<file path="config.mk">
export PLATFORM = sky130hd
export DESIGN_NAME = wb_arbiter2
export DESIGN_NICKNAME = d
export VERILOG_FILES = /design/src/rtl/wb_arbiter2.sv
export SDC_FILE = /design/constraint.sdc
export NUM_CORES = 1
export LEC_CHECK = 0
export ABC_AREA = 1
export ABC_CLOCK_PERIOD_IN_PS = 1700
export BUFFER_PORTS_ARGS = -buffer_cell sky130_fd_sc_hd__buf_2
export CAP_MARGIN = 10
export CORE_AREA = 3 3 125 127
export DETAILED_ROUTE_END_ITERATION = 8
export DIE_AREA = 0 0 128 130
export GPL_ROUTABILITY_DRIVEN = 0
export PLACE_DENSITY_LB_ADDON = 0.3
export REMOVE_ABC_BUFFERS = 1
export SLEW_MARGIN = 30
export SYNTH_ARGS = -nofsm -noshare
export SYNTH_HDL_FRONTEND = slang
export SYNTH_SLANG_ARGS = --single-unit
</file>
<file path="constraint.sdc">
create_clock -name clk_i -period 1.7 [get_ports clk_i]
set_input_delay 0.085 -clock clk_i [delete_from_list [all_inputs] [get_ports clk_i]]
set_output_delay 0.085 -clock clk_i [all_outputs]
set_load 0.005 [all_outputs]
</file>
<file path="src/rtl/wb_arbiter2.sv">
// Two-master Wishbone pipelined arbiter in front of a single slave.
//
// Ports:
//   clk_i, rst_ni            clock and asynchronous active-low reset
//   m{0,1}_addr_i/data_i     master address and write data
//   m{0,1}_sel_i/cti_i/we_i  master byte selects, cycle type, write enable
//   m{0,1}_cyc_i/stb_i       master bus cycle and request strobe
//   m{0,1}_data_o/ack_o      read data and acknowledge back to each master
//   m{0,1}_stall_o           request not accepted this cycle
//   s_*_o                    owner's request muxed onto the slave bus
//   s_data_i/ack_i/stall_i   slave response
//
// Ownership is decided in IDLE (round-robin on a tie) and held for as long as
// the owner keeps cyc asserted. A 4-bit counter tracks accepted-but-unacked
// requests; the owner is stalled once MAX_OUTSTANDING are in flight.
module wb_arbiter2 #(
    parameter int unsigned MAX_OUTSTANDING = 8
) (
    input  logic        clk_i,
    input  logic        rst_ni,
    input  logic [31:0] m0_addr_i,
    input  logic [31:0] m0_data_i,
    output logic [31:0] m0_data_o,
    input  logic [3:0]  m0_sel_i,
    input  logic        m0_cyc_i,
    input  logic        m0_stb_i,
    input  logic [2:0]  m0_cti_i,
    input  logic        m0_we_i,
    output logic        m0_ack_o,
    output logic        m0_stall_o,
    input  logic [31:0] m1_addr_i,
    input  logic [31:0] m1_data_i,
    output logic [31:0] m1_data_o,
    input  logic [3:0]  m1_sel_i,
    input  logic        m1_cyc_i,
    input  logic        m1_stb_i,
    input  logic [2:0]  m1_cti_i,
    input  logic        m1_we_i,
    output logic        m1_ack_o,
    output logic        m1_stall_o,
    output logic [31:0] s_addr_o,
    output logic [31:0] s_data_o,
    output logic [3:0]  s_sel_o,
    output logic [2:0]  s_cti_o,
    output logic        s_we_o,
    output logic        s_cyc_o,
    output logic        s_stb_o,
    input  logic [31:0] s_data_i,
    input  logic        s_ack_i,
    input  logic        s_stall_i
);

    typedef enum logic [0:0] {StIdle, StBusy} state_e;

    localparam logic [3:0] MaxOut = 4'(MAX_OUTSTANDING);

    state_e     state_q, state_d;
    logic       owner_q, owner_d;
    logic       last_q, last_d;
    logic [3:0] outst_q, outst_d;

    logic own_cyc, own_stb, own_stb_gated, own_ack, own_stall, full, accept;

    always_ff @(posedge clk_i or negedge rst_ni) begin
        if (!rst_ni) begin
            state_q <= StIdle;
            owner_q <= 1'b0;
            last_q  <= 1'b1;   // m0 wins the first tie
            outst_q <= 4'd0;
        end else begin
            state_q <= state_d;
            owner_q <= owner_d;
            last_q  <= last_d;
            outst_q <= outst_d;
        end
    end

    always_comb begin
        state_d    = state_q;
        owner_d    = owner_q;
        last_d     = last_q;
        outst_d    = outst_q;
        s_addr_o   = '0;
        s_data_o   = '0;
        s_sel_o    = '0;
        s_cti_o    = '0;
        s_we_o     = 1'b0;
        s_cyc_o    = 1'b0;
        s_stb_o    = 1'b0;
        m0_stall_o = 1'b1;
        m1_stall_o = 1'b1;
        m0_ack_o   = 1'b0;
        m1_ack_o   = 1'b0;
        m0_data_o  = '0;
        m1_data_o  = '0;

        own_cyc       = owner_q ? m1_cyc_i : m0_cyc_i;
        own_stb       = owner_q ? m1_stb_i : m0_stb_i;
        full          = (outst_q == MaxOut);
        own_stb_gated = own_stb & ~full;
        own_stall     = s_stall_i | full;
        // An ack with nothing in flight is stale (e.g. after an abort) and dropped
        own_ack       = s_ack_i & (outst_q != 4'd0);
        accept        = own_stb_gated & ~s_stall_i;

        unique case (state_q)
            StIdle: begin
                if (m0_cyc_i | m1_cyc_i) begin
                    state_d = StBusy;
                    owner_d = (m0_cyc_i & m1_cyc_i) ? ~last_q : m1_cyc_i;
                    last_d  = owner_d;
                end
            end
            StBusy: begin
                s_addr_o = owner_q ? m1_addr_i : m0_addr_i;
                s_data_o = owner_q ? m1_data_i : m0_data_i;
                s_sel_o  = owner_q ? m1_sel_i  : m0_sel_i;
                s_cti_o  = owner_q ? m1_cti_i  : m0_cti_i;
                s_we_o   = owner_q ? m1_we_i   : m0_we_i;
                s_cyc_o  = own_cyc;
                s_stb_o  = own_stb_gated;
                if (owner_q) begin
                    m1_stall_o = own_stall;
                    m1_ack_o   = own_ack;
                    m1_data_o  = s_data_i;
                end else begin
                    m0_stall_o = own_stall;
                    m0_ack_o   = own_ack;
                    m0_data_o  = s_data_i;
                end
                // Dropping cyc releases the bus; any in-flight requests are abandoned
                if (!own_cyc) begin
                    state_d = StIdle;
                    outst_d = 4'd0;
                end else if (accept && !own_ack) begin
                    outst_d = outst_q + 4'd1;
                end else if (!accept && own_ack) begin
                    outst_d = outst_q - 4'd1;
                end
            end
            default: state_d = StIdle;
        endcase
    end

endmodule

</file>
==> impl_metrics.csv, run 1 <==
group,metric,value,unit
sta,setup_viol,0,
run,max_cap_violations,0,
final_layout,diodes,0,
synthesis,yosys_warnings,0,
clock_tree,clk_latency,0.24,ns
sta,maxSlewViolCount,0,
synthesis,async_flop_share,100.0,%
synthesis,avgSynthCellArea,6.047,sq um
final_layout,drive_gt1_share,62.07,%
routing,drt-total-wl,11590,um
worst_setup_path,cp.arrival,1.80,ns
final_layout,area_growth,135.0,%
worst_setup_path,startpoint_type,"register",
routing,m1WireLength,4337,um
grt,antenna_found_initial,1,
sta,whs,0.1545,ns
clock_tree,clockBufferDepth,2,
sta,fin_tns_setup,0,ns
synthesis,ys_ff_latch,7,
worst_setup_path,cp-end-kind,"register",
power,p_int,3.179,mW
worst_setup_path,required,1.83,ns
worst_setup_path,crit_family,"simple AND/OR/NAND/NOR gates",
clock_tree,path_clk_slew,0.04,ns
power,fin_total_pwr,6.013,mW
power,vdd_drop_max,0.7889,mV
worst_setup_path,criticalPathCategory,"reg2reg",
die,rows,44,
die,fp.dieArea,16640,sq um
sta,post-route-min-period,1.677,ns
worst_setup_path,cp_num_buf_inv,0,
worst_setup_path,crit_fanout,4,
sta,period_share,98.66,%
final_layout,final_util,26.40,%
synthesis,synth_area_leaders,"a22o_1, nor2_1, inv_1",
routing,postRouteAntennaNets,0,
die,fp.dieH,130,um
sta,rsz0062_at_grt,"yes",
power,clockPowerShare,7.0,%
synthesis,yosys.area.top_type,"a22o_1",
grt,grt_usage,11.50,%
grt,grt_pass1_wl,14970,um
synthesis,yosysMostFrequentCell,"a22o_1",
power,switchingPower,2.834,mW
worst_setup_path,critPathMaxStageDelay,0.40,ns
worst_setup_path,path_cells,"nor2_4 -> nand2_2 -> nand2_4 -> nand3_4 -> ha_4 -> nand2_1 -> nand3b_1 -> nand2_1 -> nand2_1 -> nand3_1 -> nand2_1",
synthesis,synth-edff-count,0,
routing,firstDrtPassIters,4,
power,p_leak,2.516,nW
placement,port_buffers,325,
routing,vias,3089,
routing,wl_met3,1109,um
grt,grt_pass1_vias,2696,
final_layout,nets,796,
synthesis,synthTopCellsByCount,"a22o_1, nor2_1, inv_1",
synthesis,synth_ff_type,"dfrtp_1",
worst_setup_path,r2r_setup_slack,0.02,ns
grt,grt-ovfl-total,0,
min_path,holdCritPathClass,"in2reg",
worst_setup_path,cp_common_cell,"nand2_1",
synthesis,seq_area_frac_synth,10.80,%
routing,routed.top_layer,"met5",
routing,route.met2.wl,6041,um
min_path,holdPathStages,3,
routing,vias_per_cell,3.895,
sta,tightest_slew,0.3720,ns
synthesis,syn-cell-area,1633,sq um
routing,routedWlPerCell,14.62,um
outcome,status,"finished clean",
clock_tree,cts.sinks,7,
routing,first_iter_violations,89,
worst_setup_path,critical_path.slowest_cell,"dfrtp_1",
clock_tree,cts_tree,"yes",
synthesis,yosys.cell_types.count,26,
placement,dpl.hpwl,9901,um
grt,grt_max_degree,34,
power,switching_share,47.13,%
synthesis,synthCells,270,
power,p_comb_share,87.3,%
clock_tree,htreeDepth,1,
die,io_pins,326,
power,p_per_area,1567,nW/um^2
die,coreArea,14530,sq um
clock_tree,cts-buffers-inserted,3,
worst_setup_path,reg2reg_depth,11,
sta,hold_viol,0,
sta,finClkSkew,0.002727,ns
synthesis,synth_top_area_share,38.62,%
clock_tree,cts_root_buffer,"clkbuf_16",
die,start_util,11.23,%
die,die_x,128,um
power,p_seq_share,5.7,%
sta,maxSlewHeadroom,75.20,%
sta,fmax,596.2,MHz
worst_setup_path,path_depth,11,
routing,drc_errors,0,
layer usage:
layer,up-vias,global-route usage [%]
met4,2,2.372
met2,137,20.36
met3,12,2.906
met1,1349,14.14
li1,1589,-
met5,-,0
power groups by stage:
stage | registers, mW | clock network, mW | logic [mW]
after floorplan | 0.325 | 0 | 2.10
after global placement | 0.330 | 0 | 5.07
after detailed placement | 0.333 | 0 | 5.01
after CTS | 0.336 | 0.430 | 5.12
after global routing | 0.356 | 0.441 | 5.78
final | 0.342 | 0.419 | 5.25
layout by cell type, fill, tap and decap left out, types with 2 or more instances in the layout:
cell type    n
buf_2      325
a22o_1      71
nor2_1      67
inv_1       42
nand2_1     26
buf_4       23
dfrtp_1      5
inv_2        4
clkbuf_16    4
buf_12       4
o21ai_0      3
nand3_1      3
nor2_2       2
nor2_4       2
nand2_2      2
nand4_1      2
a21oi_1      2
xor2_1       2
o21ai_1      2
buf_6        2
path summary, 6_finish.rpt:
| check | from | end |
|---|---|---|
| max | outst_q[1]$_DFFE_PN0P_ | outst_q[3]$_DFFE_PN0P_ |
| min | m1_cyc_i | owner_q$_DFFE_PN0P_ |
| max reg2reg | outst_q[1]$_DFFE_PN0P_ | outst_q[3]$_DFFE_PN0P_ |
| min reg2reg | last_q$_DFFE_PN1P_ | last_q$_DFFE_PN1P_ |
| max in group asynchronous | rst_ni | last_q$_DFFE_PN1P_ |
| min in group asynchronous | rst_ni | outst_q[3]$_DFFE_PN0P_ |
cell type report:
class	count	area, sq um
flip-flops and latches	7	177.7
fillers	1653	10700
repair buffers	356	1937
multi-input cells	194	1229
clock buffers	4	78.83
inverters	48	185.2
well taps	184	230.2
kinds of logic after synthesis:
group,after synthesis,synth area share (%)
adder cells (fa/ha/maj),2,1.532
AO/OA/AOI/OAI,82,42.53
AND/OR/NAND/NOR,108,27.05
buffers and inverters,69,17.01
XOR/XNOR,2,1.073
flip-flops,7,10.80
flip-flops by register name (all words and copies together), names as in the netlist:
name and cells:
outst_q 4, last_q 1, owner_q 1, state_q 1
worst register-to-register path, cell delays in order, from the launching register on:
cell	delay, ns
dfrtp_1	0.40
nor2_4	0.17
nand2_2	0.08
nand2_4	0.09
nand3_4	0.10
ha_4	0.29
nand2_1	0.04
nand3b_1	0.16
nand2_1	0.07
nand2_1	0.04
nand3_1	0.06
nand2_1	0.05
stage by stage:
| stage | cell area (sq um) | setup slack, ns | std cells |
|---|---|---|---|
| 2_1_floorplan | 1535 | -2.631 | 249 |
| 3_3_place_gp | 3615 | -0.05415 | 780 |
| 3_5_place_dp | 3615 | -0.08291 | 780 |
| 4_1_cts | 3747 | 0.0003106 | 787 |
| 5_1_grt | 3837 | -0.1070 | 793 |
| 6_report | 3837 | 0.02285 | 793 |
repair_timing:
action	CTS	global route
hold buffers	1	0
setup endpoints to repair	46	30
cloned	0	1
setup buffers	2	5
pin swaps	3	5
hold endpoints to repair	7	0
gates resized for setup	6	9
Note: power is estimated with default switching activity, not from simulation.
==> run 2: changes to the inputs <==
BUFFER_PORTS_ARGS = not set   (was -buffer_cell sky130_fd_sc_hd__buf_2)
CORE_AREA = 3 3 127 129   (was 3 3 125 127)
DIE_AREA = 0 0 130 132   (was 0 0 128 130)
DONT_BUFFER_PORTS = 1   (was not set)
==> run 2 against run 1 <==
  * Utilization is 11 points lower
  * Via count is 31% lower
  * Critical path depth stayed put
  * Largest cell class is now multi-input gates
  * Largest power group unchanged
==> impl_metrics.csv, run 2 (same netlist as run 1, synthesis figures left out) <==
group,metric,value,unit
power,switching_share,52.16,%
die,coreArea,15150,sq um
sta,hold_viol,0,
worst_setup_path,required,1.81,ns
min_path,holdPathStages,2,
clock_tree,cts-buffers-inserted,3,
placement,port_buffers,0,
sta,setup_ws,0.005116,ns
die,die_x,130,um
clock_tree,cts.sinks,7,
sta,fin_tns_setup,0,ns
die,io_pins,326,
final_layout,nets,475,
outcome,status,"finished clean",
die,fp.dieH,132,um
worst_setup_path,crit_fanout,4,
worst_setup_path,criticalPathCategory,"reg2reg",
power,clockPowerShare,7.7,%
routing,vias,2125,
final_layout,n_fill_cell,1712,
power,fin_total_pwr,5.171,mW
grt,grt-ovfl-total,0,
grt,grt_pass1_vias,1934,
sta,setup_viol,0,
power,p_int,2.474,mW
die,fp.dieArea,17160,sq um
final_layout,stdcell_count,476,
final_layout,final_common_cell,"a22o_1",
final_layout,mostFrequentLayoutCells,"a22o_1, nor2_1, inv_1, buf_4, nand2_1",
power,vdd_drop_max,1.080,mV
final_layout,largest_reg_flops,4,
die,start_util,10.78,%
grt,antenna_found_initial,0,
routing,drt-total-wl,10820,um
clock_tree,clk_latency,0.23,ns
worst_setup_path,reg2reg_depth,11,
final_layout,diodes,0,
power,p_leak,1.166,nW
placement,dp_cells,458,
power,p_seq_share,6.8,%
clock_tree,clockBufferDepth,2,
die,rows,45,
min_path,holdCritPathClass,"in2reg",
placement,dpl.hpwl,8446,um
final_layout,regMostFlops,"outst_q",
sta,period_share,99.70,%
routing,vias_per_cell,4.464,
clock_tree,cts_root_buffer,"clkbuf_16",
power,p_comb_share,85.5,%
routing,routedWlPerCell,22.72,um
worst_setup_path,startpoint_type,"register",
power,switchingPower,2.697,mW
grt,grt_pass1_wl,13210,um
sta,maxSlewHeadroom,76.76,%
grt,grt_usage,10.40,%
final_layout,area_growth,42.68,%
run,max_cap_violations,0,
final_layout,drive_gt1_share,21.88,%
clock_tree,htreeDepth,1,
grt,grt_max_degree,38,
worst_setup_path,cp-end-kind,"register",
routing,drc_errors,0,
sta,tightest_slew,0.3474,ns
sta,fmax,590.0,MHz
routing,first_iter_violations,113,
worst_setup_path,cp.arrival,1.81,ns
sta,finClkSkew,0.001276,ns
placement,dp_slack,-0.07357,ns
sta,maxSlewViolCount,0,
sta,rsz0062_at_grt,"yes",
routing,postRouteAntennaNets,0,
power,p_per_area,2220,nW/um^2
clock_tree,cts_tree,"yes",
sta,post-route-min-period,1.695,ns
clock_tree,path_clk_slew,0.04,ns
routing,firstDrtPassIters,4,
[run 2: cell types whose count changed in the layout (fill, tap and decap cells not counted), moves of 2 or more]
cell | before | now
buf_2 | 325 | 0
nand2_1 | 26 | 23
buf_4 | 23 | 25
nand2_2 | 2 | 5
bufbuf_16 | 0 | 2
[run 2: final timing paths]
kind | start | end | slack, ns
worst min register to register | last_q$_DFFE_PN1P_ | last_q$_DFFE_PN1P_ | 0.50
max in group asynchronous | rst_ni | last_q$_DFFE_PN1P_ | 1.20
worst min-delay path | m1_cyc_i | last_q$_DFFE_PN1P_ | 0.04
worst max register to register | outst_q[3]$_DFFE_PN0P_ | outst_q[3]$_DFFE_PN0P_ | 0.005
min in group asynchronous | rst_ni | state_q$_DFF_PN0_ | 0.20
worst max-delay path | outst_q[3]$_DFFE_PN0P_ | outst_q[3]$_DFFE_PN0P_ | 0.005
[run 2: cell type report]
| type | instances | area [sq um] | area share, % |
|---|---|---|---|
| clock buffers | 4 | 78.83 | 3.383 |
| inverters | 48 | 186.4 | 8.002 |
| well taps | 188 | 235.2 | 10.10 |
| multi-input cells | 194 | 1244 | 53.38 |
| repair buffers | 35 | 406.6 | 17.45 |
| flip-flops and latches | 7 | 178.9 | 7.680 |
[run 2: routing by layer]
| layer | track usage [%] | up-vias | wire length, um |
|---|---|---|---|
| li1 | - | 946 | - |
| met1 | 13.96 | 1036 | 4557 |
| met2 | 18.48 | 139 | 5589 |
| met3 | 1.175 | 4 | 654 |
| met4 | 0.8661 | 0 | 15 |
| met5 | 0 | - | 0 |
[run 2: timing repair]
action | in CTS | in global routing
hold endpoints to repair | 7 | 0
gates cloned | 3 | 1
setup buffers | 5 | 4
hold buffers | 1 | 0
resized for setup | 10 | 10
setup endpoints to repair | 11 | 45
pin swaps | 6 | 25
[run 2: worst max-delay path, stage by stage (launching register included)]
cell	delay [ns]
dfrtp_1	0.41
inv_2	0.10
nor2_4	0.04
a21oi_4	0.17
nand3_4	0.11
ha_4	0.29
nand2_2	0.04
nand3b_1	0.16
nand2_1	0.08
nand2_1	0.04
nand3_1	0.06
nand2_1	0.06
[run 2: power by group through the flow]
stage / Clock (mW) / Sequential [mW] / Combinational, mW
detailed placement: 0 / 0.325 / 3.67
finish: 0.397 / 0.352 / 4.42
global placement: 0 / 0.321 / 3.64
floorplan: 0 / 0.325 / 2.10
CTS: 0.405 / 0.344 / 4.31
global route: 0.414 / 0.366 / 4.87
[run 2: metrics by stage]
step | instance area (sq um) | hold WS, ns | util (%)
2_1_floorplan | 1535 | -0.2106 | -
3_3_place_gp | 1986 | -0.2104 | 13.11
3_5_place_dp | 1986 | -0.2104 | 13.11
4_1_cts | 2250 | 0.04076 | 14.85
5_1_grt | 2330 | 0.1065 | 15.38
6_report | 2330 | 0.04242 | 15.38
==> run 3: changes to the inputs <==
RECOVER_POWER = 25   (was not set)
==> run 3 against run 2 <==
  * The flow now finishes with violations (negative setup slack)
  * Utilization down 0.074 points
  * Via count up 0.89%
  * Cell count did not move
  * Critical path depth decreased by 6
==> impl_metrics.csv, run 3 (same netlist as run 1, synthesis figures left out) <==
group,metric,value,unit
clock_tree,cts-buffers-inserted,3,
worst_setup_path,required,1.62,ns
placement,dpl.hpwl,8446,um
die,fp.dieArea,17160,sq um
grt,grt_max_degree,38,
clock_tree,clockBufferDepth,2,
sta,maxSlewViolCount,0,
routing,vias_per_cell,4.504,
sta,fin_tns_setup,-0.4416,ns
sta,post-route-min-period,1.750,ns
die,coreArea,15150,sq um
final_layout,mostFrequentLayoutCells,"a22o_1, nor2_1, inv_1, nand2_1, buf_4",
routing,firstDrtPassIters,4,
sta,tightest_slew,0.3477,ns
final_layout,final_common_cell,"a22o_1",
clock_tree,cts_tree,"yes",
placement,port_buffers,0,
placement,place_area,1986,sq um
final_layout,final_util,15.31,%
grt,grt_pass1_wl,13210,um
final_layout,drive_gt1_share,20.83,%
clock_tree,path_clk_slew,0.04,ns
clock_tree,clk_latency,0.23,ns
worst_setup_path,criticalPathCategory,"reg2out",
final_layout,fin_area,2318,sq um
die,io_pins,326,
die,start_util,10.78,%
power,vdd_drop_max,1.080,mV
min_path,holdCritPathClass,"in2reg",
power,p_leak,1.166,nW
sta,finClkSkew,0.001128,ns
outcome,violations,"negative setup slack",
worst_setup_path,crit_fanout,12,
worst_setup_path,r2r_setup_slack,0.01,ns
routing,routedWlPerCell,22.70,um
grt,grt-ovfl-total,0,
sta,fmax,571.4,MHz
routing,drc_errors,0,
sta,setup_ws,-0.05024,ns
final_layout,diodes,0,
clock_tree,cts_root_buffer,"clkbuf_16",
outcome,status,"finished with violations",
die,rows,45,
placement,dp_cells,458,
routing,postRouteAntennaNets,0,
sta,hold_viol,0,
final_layout,regMostFlops,"outst_q",
final_layout,stdcell_count,476,
clock_tree,cts.sinks,7,
die,die_x,130,um
grt,grt_usage,10.40,%
clock_tree,htreeDepth,1,
grt,grt_pass1_vias,1934,
power,p_per_area,2215,nW/um^2
final_layout,nets,475,
worst_setup_path,startpoint_type,"register",
routing,drt-total-wl,10810,um
final_layout,largest_reg_flops,4,
final_layout,n_fill_cell,1715,
run,max_cap_violations,0,
worst_setup_path,cp-end-kind,"output pin",
final_layout,area_growth,41.99,%
grt,antenna_found_initial,0,
worst_setup_path,cp.arrival,1.67,ns
routing,vias,2144,
sta,maxSlewHeadroom,76.75,%
die,fp.dieH,132,um
sta,setup_viol,12,
sta,rsz0062_at_grt,"yes",
placement,dp_slack,-0.07357,ns
routing,first_iter_violations,136,
sta,period_share,103.0,%
run 3: cell types whose count changed in the layout (fill, tap and decap cells not counted):
cell	previous run	this run
buf_4	25	24
clkbuf_4	0	1
dfrtp_1	4	5
dfrtp_2	2	1
nand2_1	23	24
nand2_2	5	4
nor2_1	66	67
nor2_4	3	2
run 3: metrics by stage:
stage	power (mW)	hold slack (ns)
floorplan	2.426	-0.2106
global placement	3.965	-0.2104
detailed placement	3.992	-0.2104
CTS	5.057	0.04076
global route	5.618	0.1065
finish	5.135	0.04032
run 3: critical path, cell delays in order (launching register included):
cell and delay, ns:
dfrtp_1 0.43, nor2_1 0.26, buf_4 0.17, buf_4 0.11
bufbuf_16 0.27, a22o_1 0.18
run 3: path summary, 6_finish.rpt:
path	startpoint	to	cells after the start
setup / recovery	owner_q$_DFFE_PN0P_	s_addr_o[18]	5
hold / removal	m1_cyc_i	last_q$_DFFE_PN1P_	2
setup reg to reg	outst_q[3]$_DFFE_PN0P_	outst_q[3]$_DFFE_PN0P_	11
hold reg to reg	last_q$_DFFE_PN1P_	last_q$_DFFE_PN1P_	2
max in group asynchronous	rst_ni	last_q$_DFFE_PN1P_	1
min in group asynchronous	rst_ni	owner_q$_DFFE_PN0P_	1
run 3: final cells by class:
type / count / area [sq um] / share of cell area (%)
inverters: 48 / 186.4 / 8.041
flip-flops and latches: 7 / 177.7 / 7.663
multi-input cells: 194 / 1234 / 53.21
clock buffers: 4 / 78.83 / 3.400
well taps: 188 / 235.2 / 10.15
repair buffers: 35 / 406.6 / 17.54
run 3: what timing repair did:
item,CTS,global route
hold buffers,1,0
pin swaps,6,25
setup endpoints to repair,11,45
buffers inserted,5,4
gates cloned,3,1
gates resized for setup,10,10
endpoints found under the hold margin,7,0
run 3: power by group:
| group | internal [mW] | switching [mW] | leakage [nW] | total (mW) |
|---|---|---|---|---|
| sequential | 0.256 | 0.0862 | 0.0832 | 0.342 |
| combinational | 1.89 | 2.51 | 1.04 | 4.40 |
| clock | 0.312 | 0.0859 | 0.0382 | 0.398 |
run 3: layer usage:
layer	track usage (%)	share of wire, %	vias to the layer above
li1	-	-	949
met1	13.96	42	1043
met2	18.48	52	148
met3	1.175	6.1	4
met4	0.8661	0.15	0
met5	0	0	-
